## config.mk

```make
export PLATFORM = sky130hd
export DESIGN_NAME = cpu_line_arbiter
export DESIGN_NICKNAME = d
export VERILOG_FILES = /design/src/rtl/cpu_line_arbiter.sv
export SDC_FILE = /design/constraint.sdc
export NUM_CORES = 1
export LEC_CHECK = 0
export BUFFER_PORTS_ARGS = -buffer_cell sky130_fd_sc_hd__clkbuf_2
export CORE_AREA = 2 2 55 57
export CTS_CLUSTER_DIAMETER = 150
export DETAILED_ROUTE_END_ITERATION = 12
export DIE_AREA = 0 0 57 59
export PLACE_DENSITY_LB_ADDON = 0.05
export SYNTH_ARGS = -nofsm -noshare
export SYNTH_HDL_FRONTEND = slang
export SYNTH_SLANG_ARGS = --single-unit
export TNS_END_PERCENT = 1
```

## constraint.sdc

```tcl
create_clock -name clk -period 1.84 [get_ports clk]
set_input_delay 0.368 -clock clk [delete_from_list [all_inputs] [get_ports clk]]
set_output_delay 0.368 -clock clk [all_outputs]
set_load 0.005 [all_outputs]
```

## src/rtl/cpu_line_arbiter.sv

```systemverilog
// cpu_line_arbiter: grants one cpu_checker to N char-stream sources,
// one whole line at a time, round-robin, and tags each format_type result.
// Ports: clk, reset (async, active-low); in_char/in_valid/in_ready per
// source; chk_char to the checker, chk_type from it; busy, gnt_src;
// res_valid/res_src/res_type per finished line; abort per broken line.
// Optional: define CHK_MAXLEN_EN to bound lines at MAXLEN chars.
module cpu_line_arbiter #(
   parameter int N      = 2,
   parameter int SW     = (N > 1) ? $clog2(N) : 1,
   parameter int MAXLEN = 32
) (
   input  logic            clk,
   input  logic            reset,
   input  logic [8*N-1:0]  in_char,
   input  logic [N-1:0]    in_valid,
   output logic [N-1:0]    in_ready,
   output logic [7:0]      chk_char,
   input  logic [1:0]      chk_type,
   output logic            busy,
   output logic [SW-1:0]   gnt_src,
   output logic            res_valid,
   output logic [SW-1:0]   res_src,
   output logic [1:0]      res_type,
   output logic            abort
);

   typedef enum logic {IDLE, GRANT} state_t;

   localparam logic [7:0] CARET = 8'h5E;
   localparam logic [7:0] HASH  = 8'h23;

   state_t          state, nxt_state;
   logic [SW-1:0]   rr_ptr, nxt_rr, nxt_gnt, sel;
   logic [7:0]      nxt_char, g_char;
   logic            g_valid, found, nxt_abort, line_end, over_len;
   logic            cap1_v, cap2_v;
   logic [SW-1:0]   cap1_src, cap2_src;

   function automatic int rr_idx(input logic [SW-1:0] p, input int k);
      return (int'(p) + k) % N;
   endfunction

   function automatic logic [SW-1:0] next_src(input logic [SW-1:0] s);
      return (int'(s) == N - 1) ? '0 : s + 1'b1;
   endfunction

   assign busy    = (state == GRANT);
   assign g_char  = in_char[{gnt_src, 3'b000} +: 8];
   assign g_valid = in_valid[gnt_src];

   // First '^' source at or after rr_ptr.
   always_comb begin
      found = 1'b0;
      sel   = '0;
      for (int k = 0; k < N; k++) begin
         if (!found && in_valid[rr_idx(rr_ptr, k)] &&
             in_char[8*rr_idx(rr_ptr, k) +: 8] == CARET) begin
            found = 1'b1;
            sel   = SW'(rr_idx(rr_ptr, k));
         end
      end
   end

`ifdef CHK_MAXLEN_EN
   localparam int LW = $clog2(MAXLEN + 1);
   logic [LW-1:0] len;

   // len holds the chars already sent; the next one would be len+1.
   assign over_len = (len == LW'(MAXLEN - 1)) && (g_char != HASH);

   always_ff @(posedge clk or negedge reset) begin
      if (!reset)
         len <= '0;
      else if (state == IDLE)
         len <= LW'(1);
      else if (g_valid)
         len <= len + 1'b1;
   end
`else
   assign over_len = 1'b0;
`endif

   always_comb begin
      nxt_state = state;
      nxt_char  = 8'h00;
      nxt_gnt   = gnt_src;
      nxt_rr    = rr_ptr;
      nxt_abort = 1'b0;
      line_end  = 1'b0;
      in_ready  = '0;
      case (state)
         IDLE: begin
            // Non-'^' chars outside a line are consumed and dropped.
            for (int i = 0; i < N; i++)
               in_ready[i] = in_valid[i] && (in_char[8*i +: 8] != CARET);
            if (found) begin
               in_ready[sel] = 1'b1;
               nxt_char      = CARET;
               nxt_gnt       = sel;
               nxt_state     = GRANT;
            end
         end
         GRANT: begin
            in_ready[gnt_src] = g_valid;
            // The checker has no enable, so a gap breaks the line.
            if (!g_valid || over_len) begin
               nxt_abort = 1'b1;
               nxt_state = IDLE;
               nxt_rr    = next_src(gnt_src);
            end else begin
               nxt_char = g_char;
               if (g_char == HASH) begin
                  line_end  = 1'b1;
                  nxt_state = IDLE;
                  nxt_rr    = next_src(gnt_src);
               end
            end
         end
         default: ;
      endcase
   end

   always_ff @(posedge clk or negedge reset) begin
      if (!reset) begin
         state     <= IDLE;
         chk_char  <= 8'h00;
         rr_ptr    <= '0;
         gnt_src   <= '0;
         abort     <= 1'b0;
         cap1_v    <= 1'b0;
         cap1_src  <= '0;
         cap2_v    <= 1'b0;
         cap2_src  <= '0;
         res_valid <= 1'b0;
         res_src   <= '0;
         res_type  <= 2'd0;
      end else begin
         state     <= nxt_state;
         chk_char  <= nxt_char;
         rr_ptr    <= nxt_rr;
         gnt_src   <= nxt_gnt;
         abort     <= nxt_abort;
         // Checker sees '#' one edge after it is sent; sample one later.
         cap1_v    <= line_end;
         cap1_src  <= gnt_src;
         cap2_v    <= cap1_v;
         cap2_src  <= cap1_src;
         res_valid <= cap2_v;
         if (cap2_v) begin
            res_src  <= cap2_src;
            res_type <= chk_type;
         end
      end
   end

endmodule
```

==> results.txt, run 1 <==
Max Fclk = 516 MHz
Clock Skews = 0.00223 ns
Post-synth EDFFs = 0
Detail Route Antenna Nets = 0
Pin count of the biggest net entering global routing = 21
Fill cell count = 282
Avg Cell Area, Syn = 12.0 um2
Chip height = 59 um
Largest regs = chk_char x8, res_type x2
Layout cells sized above 1 = 45.8%
NumNets Final = 141
R2R Setup Slk = 0.48 ns
Full die area = 3360 um2
Fin crit share = 105%
CTS tree = done
Vias in the first global route = 756
Worst Hold Class = in -> async
Core Region = 2710 um2
Most flop-heavy register = chk_char
Arrival @ worst endpoint = 1.57 ns
Slowest cell delay on critical path = 0.39 ns
Actual slew at the worst max-slew pin = 0.488 ns
Post-synth top area cell = dfrtp_1
Via count = 754
Seq cells post-synth = 20
Slew Limit Fails = 0
Gpl congestion = 0.821
Total grt overflow = 0
Total CTS buffers = 3
Most frequent cells after synthesis = dfrtp_1 (20), o21ai_0 (11), mux2i_1 (8), nor2_1 (5), mux2_2 (4)
Static leakage = 0.000613 uW
Worst EP required = 1.47 ns
Rel. slew slack = 67.5%
DR iter-0 viols = 11
CTS clk-pin slew, worst paths = 0.12 ns
Number of flip-flops in the largest register = 8
Crit path max-delay cell type = dfrtp_1
Antenna diode count = 0
Power Density = 749 nW/um2
Yosys top cell area share = 57.1%
RSZ-0062 raised after global routing = true
Synth Flop Type = dfrtp_1
Via density = 5.06
Hold WS = 0.0108 ns
Failing checks = negative setup slack
Worst Path Max Fanout = 2
CP delay by family, top = simple AND/OR/NAND/NOR gates
Core Rows = 19
Initial Utilization = 32.4%
Tot Pwr = 898 uW
Mapped Cells = 73
WL final = 2060 um
Final setup vio count = 1
R2R Path End = chk_char[3]
Ys Warns = 0
First-pass GRT wire length = 3570 um
Top cells by area, synth = dfrtp_1 (57%), mux2i_1 (9.1%), o21ai_0 (6.3%)
Critical path startpoint category = flip-flop
I/O Buffers = 38
Clk sink count = 20
Buf/Inv on CP = 1
FF-to-FF path depth = 5
Worst setup path category = reg -> out
Initial antenna violation count = 0
Htree depth = 1
Post-CTS Hold Buffers = 0
Endpoints failing hold = 0
Mapped Area = 877 um2
Async SR Flop Fraction = 100%
Most common cell in the synthesized netlist = dfrtp_1
Sequential-to-total area share from yosys stat = 57.1%
Num ports = 39
CTS max path bufs = 2
Status = complete, but fails checks
Residual DRC = 0
Yosys cell types = 23
Post-route setup slack = -0.0998 ns
Total GRT Usage = 13.9%
Die width = 57 um
Critical R2R Launch = busy
Post-Syn Nets = 95
Clk Latency, worst-skew pair = 0.29 ns
Worst setup EP type = output pin
Max rail drop VDD = 0.539 mV
DR pass1 iterations = 4
Max Cap Viol = 0
Routed WL per cell = 13.8 um
Root Buffer Master = clkbuf_4
P&R area growth vs syn = 36.7%
Post-route minimum period = 1.94 ns
DP HPWL = 1570 um
Critical-path cell list = and4bb_2 > nand4_1 > o311a_4 > clkbuf_2
worst max path at each step:
stage	to	depth (start not counted)	slack, ns	startpoint
floorplan	in_ready[0]	3	0.20	busy
global placement	in_ready[0]	5	0.03	in_char[15]
detailed placement	in_ready[0]	5	0.02	in_char[15]
CTS	in_ready[0]	4	-0.09	busy
global route	in_ready[0]	4	-0.18	busy
finish	in_ready[0]	4	-0.1	busy
placed cells by master (no fill, tap or decap), drive strengths merged:
master  instances
clkbuf         41
dfrtp          20
o21ai          11
mux2i           8
nor2            5
mux2            4
buf             4
inv             3
nand2           2
nor2b           2
nand4b          2
and3            2
nor4b           2
and4b           1
and4bb          1
nand4           1
o31a            1
o311a           1
nor4bb          1
nand3           1
nor3            1
a41oi           1
o311ai          1
o22ai           1
bufinv          1
kinds of logic (layout without fill, tap and decap cells):
family | after synthesis | in the layout | synth area share (%)
mux | 12 | 12 | 14.3
compound gates | 16 | 16 | 11.4
flops | 20 | 20 | 57.1
buf+inv | 4 | 49 | 1.85
simple gates | 21 | 21 | 15.4
cell type report:
| class | count | area, um2 | area share, % |
|---|---|---|---|
| clock buffers | 3 | 22.5 | 1.88 |
| clock inverters | 1 | 30.0 | 2.51 |
| inverters | 3 | 11.3 | 0.939 |
| multi-input cells | 49 | 375 | 31.3 |
| flip-flops and latches | 20 | 500 | 41.8 |
| well taps | 31 | 38.8 | 3.24 |
| repair buffers | 42 | 220 | 18.4 |
power by group:
group | internal, uW | switching, uW | total [uW]
sequential | 446 | 2.53 | 448
combinational | 46.6 | 49.1 | 95.8
clock | 220 | 134 | 354
total | 712 | 186 | 898
layer usage:
layer	track usage, %	up-vias	part of all wire (%)
met5	0	-	0
met4	5.98	0	1.3
met3	1.97	2	6.2
met2	21.5	29	46
met1	19.7	357	46
li1	-	366	-
through the flow:
stage / utilization [%] / setup slack [ns] / instances / cell area [um2] / TNS [ns]
6_report: 44.2 / -0.0998 / 149 / 1200 / -0.0998
5_1_grt: 44.2 / -0.180 / 149 / 1200 / -0.245
4_1_cts: 44.0 / -0.0889 / 149 / 1190 / -0.0889
3_5_place_dp: 41.5 / 0.0212 / 144 / 1120 / 0
3_3_place_gp: 41.5 / 0.0346 / 144 / 1120 / 0
2_1_floorplan: - / 0.204 / 73 / 877 / 0
worst reg2reg max path, stage by stage (launching register included):
cell	delay, ns
dfrtp_1	0.39
and4bb_2	0.30
nand4_1	0.14
buf_4	0.18
o31a_2	0.14
o21ai_0	0.11
repair_timing:
| item | in CTS | in global routing |
|---|---|---|
| endpoints found under the hold margin | 0 | 0 |
| pin swaps | 3 | 0 |
| resized for setup | 1 | 1 |
| buffers inserted | 1 | 0 |
| setup endpoints to repair | 1 | 2 |
No activity file was read; power rests on OpenSTA's default activity.
==> run 2: changes to the inputs <==
--- a/config.mk
+++ b/config.mk
@@ -6,11 +6,11 @@
 export NUM_CORES = 1
 export LEC_CHECK = 0
 export BUFFER_PORTS_ARGS = -buffer_cell sky130_fd_sc_hd__clkbuf_2
-export CORE_AREA = 2 2 55 57
-export CTS_CLUSTER_DIAMETER = 150
+export CORE_AREA = 2 2 48 50
 export DETAILED_ROUTE_END_ITERATION = 12
-export DIE_AREA = 0 0 57 59
+export DIE_AREA = 0 0 50 52
 export PLACE_DENSITY_LB_ADDON = 0.05
+export SKIP_CTS_REPAIR_TIMING = 1
 export SYNTH_ARGS = -nofsm -noshare
 export SYNTH_HDL_FRONTEND = slang
 export SYNTH_SLANG_ARGS = --single-unit
==> results.txt, run 2 (synthesis results as in run 1) <==
Worst setup path category = reg -> out
WL final = 1730 um (-16%)
Crit path max-delay cell type = dfrtp_1
Register area = 500 um2 (unchanged)
Pin count of the biggest net entering global routing = 21 (unchanged)
Via density = 5.03 (-0.65%)
Htree depth = 1 (unchanged)
Antenna diode count = 0 (unchanged)
Core Region = 2110 um2 (-22%)
Rel. slew slack = 69.6% (+2.1 points)
CTS clk-pin slew, worst paths = 0.10 ns (-0.02 ns)
Static leakage = 0.000605 uW (-1.3%)
Most flop-heavy register = chk_char
Buf/Inv on CP = 1 (unchanged)
NumNets Final = 141 (unchanged)
Number of flip-flops in the largest register = 8 (unchanged)
Via count = 734 (-2.7%)
Num ports = 39 (unchanged)
Clk sink count = 20 (unchanged)
Full die area = 2600 um2 (-23%)
Max Fclk = 526 MHz (+2.1%)
DP HPWL = 1410 um (-10%)
Most common cell after layout, fill and taps aside = clkbuf_2
Placed cells = 141 (-2.1%)
Core Rows = 17 (-2)
Power Density = 657 nW/um2 (-12%)
Cell area after placement = 1120 um2 (-0.33%)
P&R area growth vs syn = 34.4%
Root Buffer Master = clkbuf_4
CP delay by family, top = simple AND/OR/NAND/NOR gates
Post-route setup slack = -0.0604 ns (+0.0393 ns)
Clock Skews = 0.00161 ns (-0.000617 ns)
Chip height = 52 um (-12%)
Max Cap Viol = 0 (unchanged)
Fill cell count = 177 (-37%)
Initial Utilization = 41.7% (+9.3 points)
Slowest cell delay on critical path = 0.40 ns (about the same)
Critical path startpoint category = flip-flop
DR iter-0 viols = 7 (-4)
Worst Path Max Fanout = 2 (unchanged)
Residual DRC = 0 (unchanged)
Largest regs = chk_char x8, res_type x2
Final Util = 56.0% (+12 points)
Failing checks = negative setup slack
Final Cell Area = 1180 um2 (-1.7%)
I/O Buffers = 38 (unchanged)
Clk Latency, worst-skew pair = 0.28 ns (about the same)
Detail Route Antenna Nets = 0 (unchanged)
Max rail drop VDD = 0.308 mV (-43%)
Post-route minimum period = 1.90 ns (-0.0393 ns)
Worst setup EP type = output pin
Total CTS buffers = 3 (unchanged)
Critical-path cell list = and4bb_2 > nand4_1 > o311a_4 > clkbuf_2
Critical path origin = busy
Status = complete, but fails checks
Vias in the first global route = 652 (-14%)
Arrival @ worst endpoint = 1.53 ns (-0.04 ns)
Most frequent cells in the layout = clkbuf_2 (38), dfrtp_1 (20), o21ai_0 (11)
Worst path depth = 4 (unchanged)
FF-to-FF path depth = 6 (+1)
CTS tree = done
Slew Limit Fails = 0 (unchanged)
Routed WL per cell = 11.9 um (-14%)
Worst EP required = 1.47 ns (about the same)
DR pass1 iterations = 4 (unchanged)
Initial antenna violation count = 0 (unchanged)
Actual slew at the worst max-slew pin = 0.456 ns (-0.0311 ns)
Final setup vio count = 1 (unchanged)
Post-route insts no fill = 146 (-2.0%)
Endpoints failing hold = 0 (unchanged)
Total grt overflow = 0 (unchanged)
Critical R2R Launch = busy
Multi-input gate area = 375 um2 (unchanged)
Fin crit share = 103% (-2.1 points)
Gpl congestion = 0.818 (-0.34%)
Worst Hold Class = in -> async
First-pass GRT wire length = 2890 um (-19%)
RSZ-0062 raised after global routing = true
CTS max path bufs = 2 (unchanged)
Layout cells sized above 1 = 45.8% (unchanged)
Die width = 50 um (-12%)
Total GRT Usage = 15.4% (+1.5 points)
==> run 2: changes by cell type in the layout (fill, tap and decap cells not counted) <==
cell / change
bufinv_16: -1
clkbuf_8: +1
==> run 2: area by class of cell <==
class	instances	share of cell area (%)
flip-flops and latches	20	42.5
multi-input cells	49	31.8
repair buffers	42	18.7
clock buffers	4	3.08
well taps	28	2.97
inverters	3	0.955
==> run 2: layer usage <==
metal  wire length, um  track usage [%]
met1               773             19.4
met2               788             23.7
met3               136             2.87
met4                34             11.1
met5                 0                0
==> run 2: stage by stage <==
stage               TNS (ns)  power, uW  hold slack, ns  setup WS, ns
finish               -0.0604        775          0.0105       -0.0604
global route          -0.152        820          0.0248        -0.140
CTS                   -0.135        786          0.0197        -0.135
detailed placement         0        548           0.335        0.0651
global placement           0        547           0.332         0.115
floorplan                  0        496          0.0724         0.204
==> run 2: power by group <==
group	total, uW	switching [uW]	internal, uW
Combinational	89.4	44.9	44.4
Sequential	450	4.03	446
Clock	236	115	120
Total	775	164	610
==> run 2: final timing paths <==
| path | slack [ns] | end |
|---|---|---|
| worst max-delay path | -0.06 | in_ready[0] |
| worst min-delay path | 0.01 | res_type[0] |
| worst max register to register | 0.36 | gnt_src |
| worst min register to register | 0.36 | cap2_v |
| max in group asynchronous | 1.52 | res_valid |
| min in group clk | 0.31 | res_type[0] |
==> run 2: worst register-to-register path, cell delays in order, from the launching register on <==
cell,delay [ns]
dfrtp_1,0.40
and4bb_2,0.30
nand4_1,0.12
buf_4,0.16
buf_4,0.13
o311ai_0,0.09
o21ai_0,0.15
==> run 3: changes to the inputs <==
--- a/config.mk
+++ b/config.mk
@@ -10,7 +10,6 @@
 export DETAILED_ROUTE_END_ITERATION = 12
 export DIE_AREA = 0 0 50 52
 export PLACE_DENSITY_LB_ADDON = 0.05
-export SKIP_CTS_REPAIR_TIMING = 1
 export SYNTH_ARGS = -nofsm -noshare
 export SYNTH_HDL_FRONTEND = slang
 export SYNTH_SLANG_ARGS = --single-unit
==> results.txt, run 3 (synthesis results as in run 1) <==
Status = complete, but fails checks
Failing checks = negative setup slack
Slowest cell delay on critical path = 0.40 ns (about the same)
DR WL met3 = 125 um (-8.1%)
Core Region = 2110 um2 (unchanged)
Initial Utilization = 41.7% (unchanged)
NumNets Final = 141 (unchanged)
R2R Setup Slk = 0.37 ns (about the same)
RSZ-0062 raised after global routing = true
Worst Path Max Fanout = 2 (unchanged)
FF-to-FF path depth = 6 (unchanged)
Post-route minimum period = 1.90 ns (-0.00373 ns)
Worst Hold Class = in -> async
Via density = 4.99 (-0.68%)
Worst setup path category = reg -> out
Fin crit share = 103% (-0.20 points)
Setup TNS Final = -0.0567 ns (+0.00373 ns)
Num ports = 39 (unchanged)
Total grt overflow = 0 (unchanged)
Critical R2R Launch = busy
Worst setup EP type = output pin
Final Cell Area = 1180 um2 (unchanged)
Final setup vio count = 1 (unchanged)
Routed WL per cell = 11.9 um (+0.23%)
Endpoints failing hold = 0 (unchanged)
Total CTS buffers = 3 (unchanged)
Number of flip-flops in the largest register = 8 (unchanged)
Most frequent cells in the layout = clkbuf_2 (38), dfrtp_1 (20), o21ai_0 (11)
Chip height = 52 um (unchanged)
Place WS = 0.0651 ns (unchanged)
Slew Limit Fails = 0 (unchanged)
Worst EP required = 1.47 ns (about the same)
Post-Route M1 WL = 787 um (+1.8%)
Largest regs = chk_char x8, res_type x2
Via count = 729 (-0.68%)
Max Cap Viol = 0 (unchanged)
Fill cell count = 177 (unchanged)
Pin count of the biggest net entering global routing = 21 (unchanged)
Tot Pwr = 774 uW (-0.11%)
Static leakage = 0.000605 uW (about the same)
Met2 WL = 789 um (+0.13%)
P&R area growth vs syn = 34.4% (unchanged)
Critical-path cell list = and4bb_2 > nand4_1 > o311a_4 > clkbuf_2
Total GRT Usage = 15.4% (unchanged)
Actual slew at the worst max-slew pin = 0.456 ns (+0.0000265 ns)
Full die area = 2600 um2 (unchanged)
DR pass1 iterations = 4 (unchanged)
Cell area after placement = 1120 um2 (unchanged)
DP HPWL = 1410 um (unchanged)
Clk sink count = 20 (unchanged)
Residual DRC = 0 (unchanged)
Antenna diode count = 0 (unchanged)
Max rail drop VDD = 0.308 mV (about the same)
Detail Route Antenna Nets = 0 (unchanged)
Arrival @ worst endpoint = 1.53 ns (about the same)
Most flop-heavy register = chk_char
Gpl congestion = 0.818 (unchanged)
CTS tree = done
Critical path startpoint category = flip-flop
Max Fclk = 527 MHz (+0.20%)
Clock Skews = 0.000637 ns (-0.000978 ns)
I/O Buffers = 38 (unchanged)
Rel. slew slack = 69.6% (about the same)
CTS clk-pin slew, worst paths = 0.10 ns (about the same)
Layout cells sized above 1 = 45.8% (unchanged)
Power Density = 656 nW/um2 (-0.11%)
R2R Path End = gnt_src
Post-CTS Hold Buffers = 0
Initial antenna violation count = 0 (unchanged)
DR iter-0 viols = 9 (+2)
First-pass GRT wire length = 2890 um (unchanged)
Die width = 50 um (unchanged)
WL final = 1740 um (+0.23%)
Core Rows = 17 (unchanged)
Post-route setup slack = -0.0567 ns (+0.00373 ns)
Multi-input gate area = 375 um2 (unchanged)
Uppermost routed layer = met4
Register area = 500 um2 (unchanged)
CTS max path bufs = 2 (unchanged)
Htree depth = 1 (unchanged)
Most common cell after layout, fill and taps aside = clkbuf_2
Root Buffer Master = clkbuf_4
Clk Latency, worst-skew pair = 0.28 ns (about the same)
Vias in the first global route = 656 (+0.61%)
Crit path max-delay cell type = dfrtp_1
==> run 3: layer usage <==
metal | up-vias | track usage [%]
li1 | 367 | -
met1 | 328 | 19.4
met2 | 32 | 23.7
met3 | 2 | 2.87
met4 | 0 | 11.1
met5 | - | 0
==> run 3: how the worst max path moves through the flow <==
stage,startpoint,endpoint,slack [ns],cells past startpoint
CTS,busy,in_ready[0],-0.07,4
global placement,in_char[5],in_ready[1],0.11,6
floorplan,busy,in_ready[0],0.20,3
detailed placement,in_char[5],in_ready[1],0.07,6
global route,busy,in_ready[0],-0.15,4
finish,busy,in_ready[0],-0.06,4
==> run 3: worst max-delay path: cells and delay by family, from the launching register on <==
family                 cells  cell delay [ns]
DFF                        1             0.40
and+or+nand+nor            2             0.42
buffers and inverters      1             0.11
AOI/OAI and AO/OA          1             0.32
==> run 3: layout make-up <==
class | instances | share of cell area (%)
clock buffer | 4 | 3.08
inverter | 3 | 0.955
timing repair buffer | 42 | 18.7
sequential | 20 | 42.5
tap | 28 | 2.97
multi-input combinational | 49 | 31.8
==> run 3: stage by stage <==
stage          cells  hold slack (ns)  util, %
3_5_place_dp     141            0.335     53.2
2_1_floorplan     73           0.0724        -
4_1_cts          146           0.0197     55.7
3_3_place_gp     141            0.332     53.2
5_1_grt          146           0.0248     56.0
6_report         146           0.0121     56.0
==> run 3: where the power goes <==
| group | internal (uW) | switching, uW | total [uW] |
|---|---|---|---|
| Combinational | 44.4 | 45.0 | 89.5 |
| Sequential | 446 | 4.08 | 450 |
| Clock | 120 | 114 | 235 |
| Total | 610 | 163 | 774 |
==> run 3: what timing repair did <==
item / 4_1_cts / 5_1_grt
setup buffers: 1 / 0
setup endpoints to repair: 1 / 2
gates resized for setup: 1 / 1
pin swaps: 3 / 0
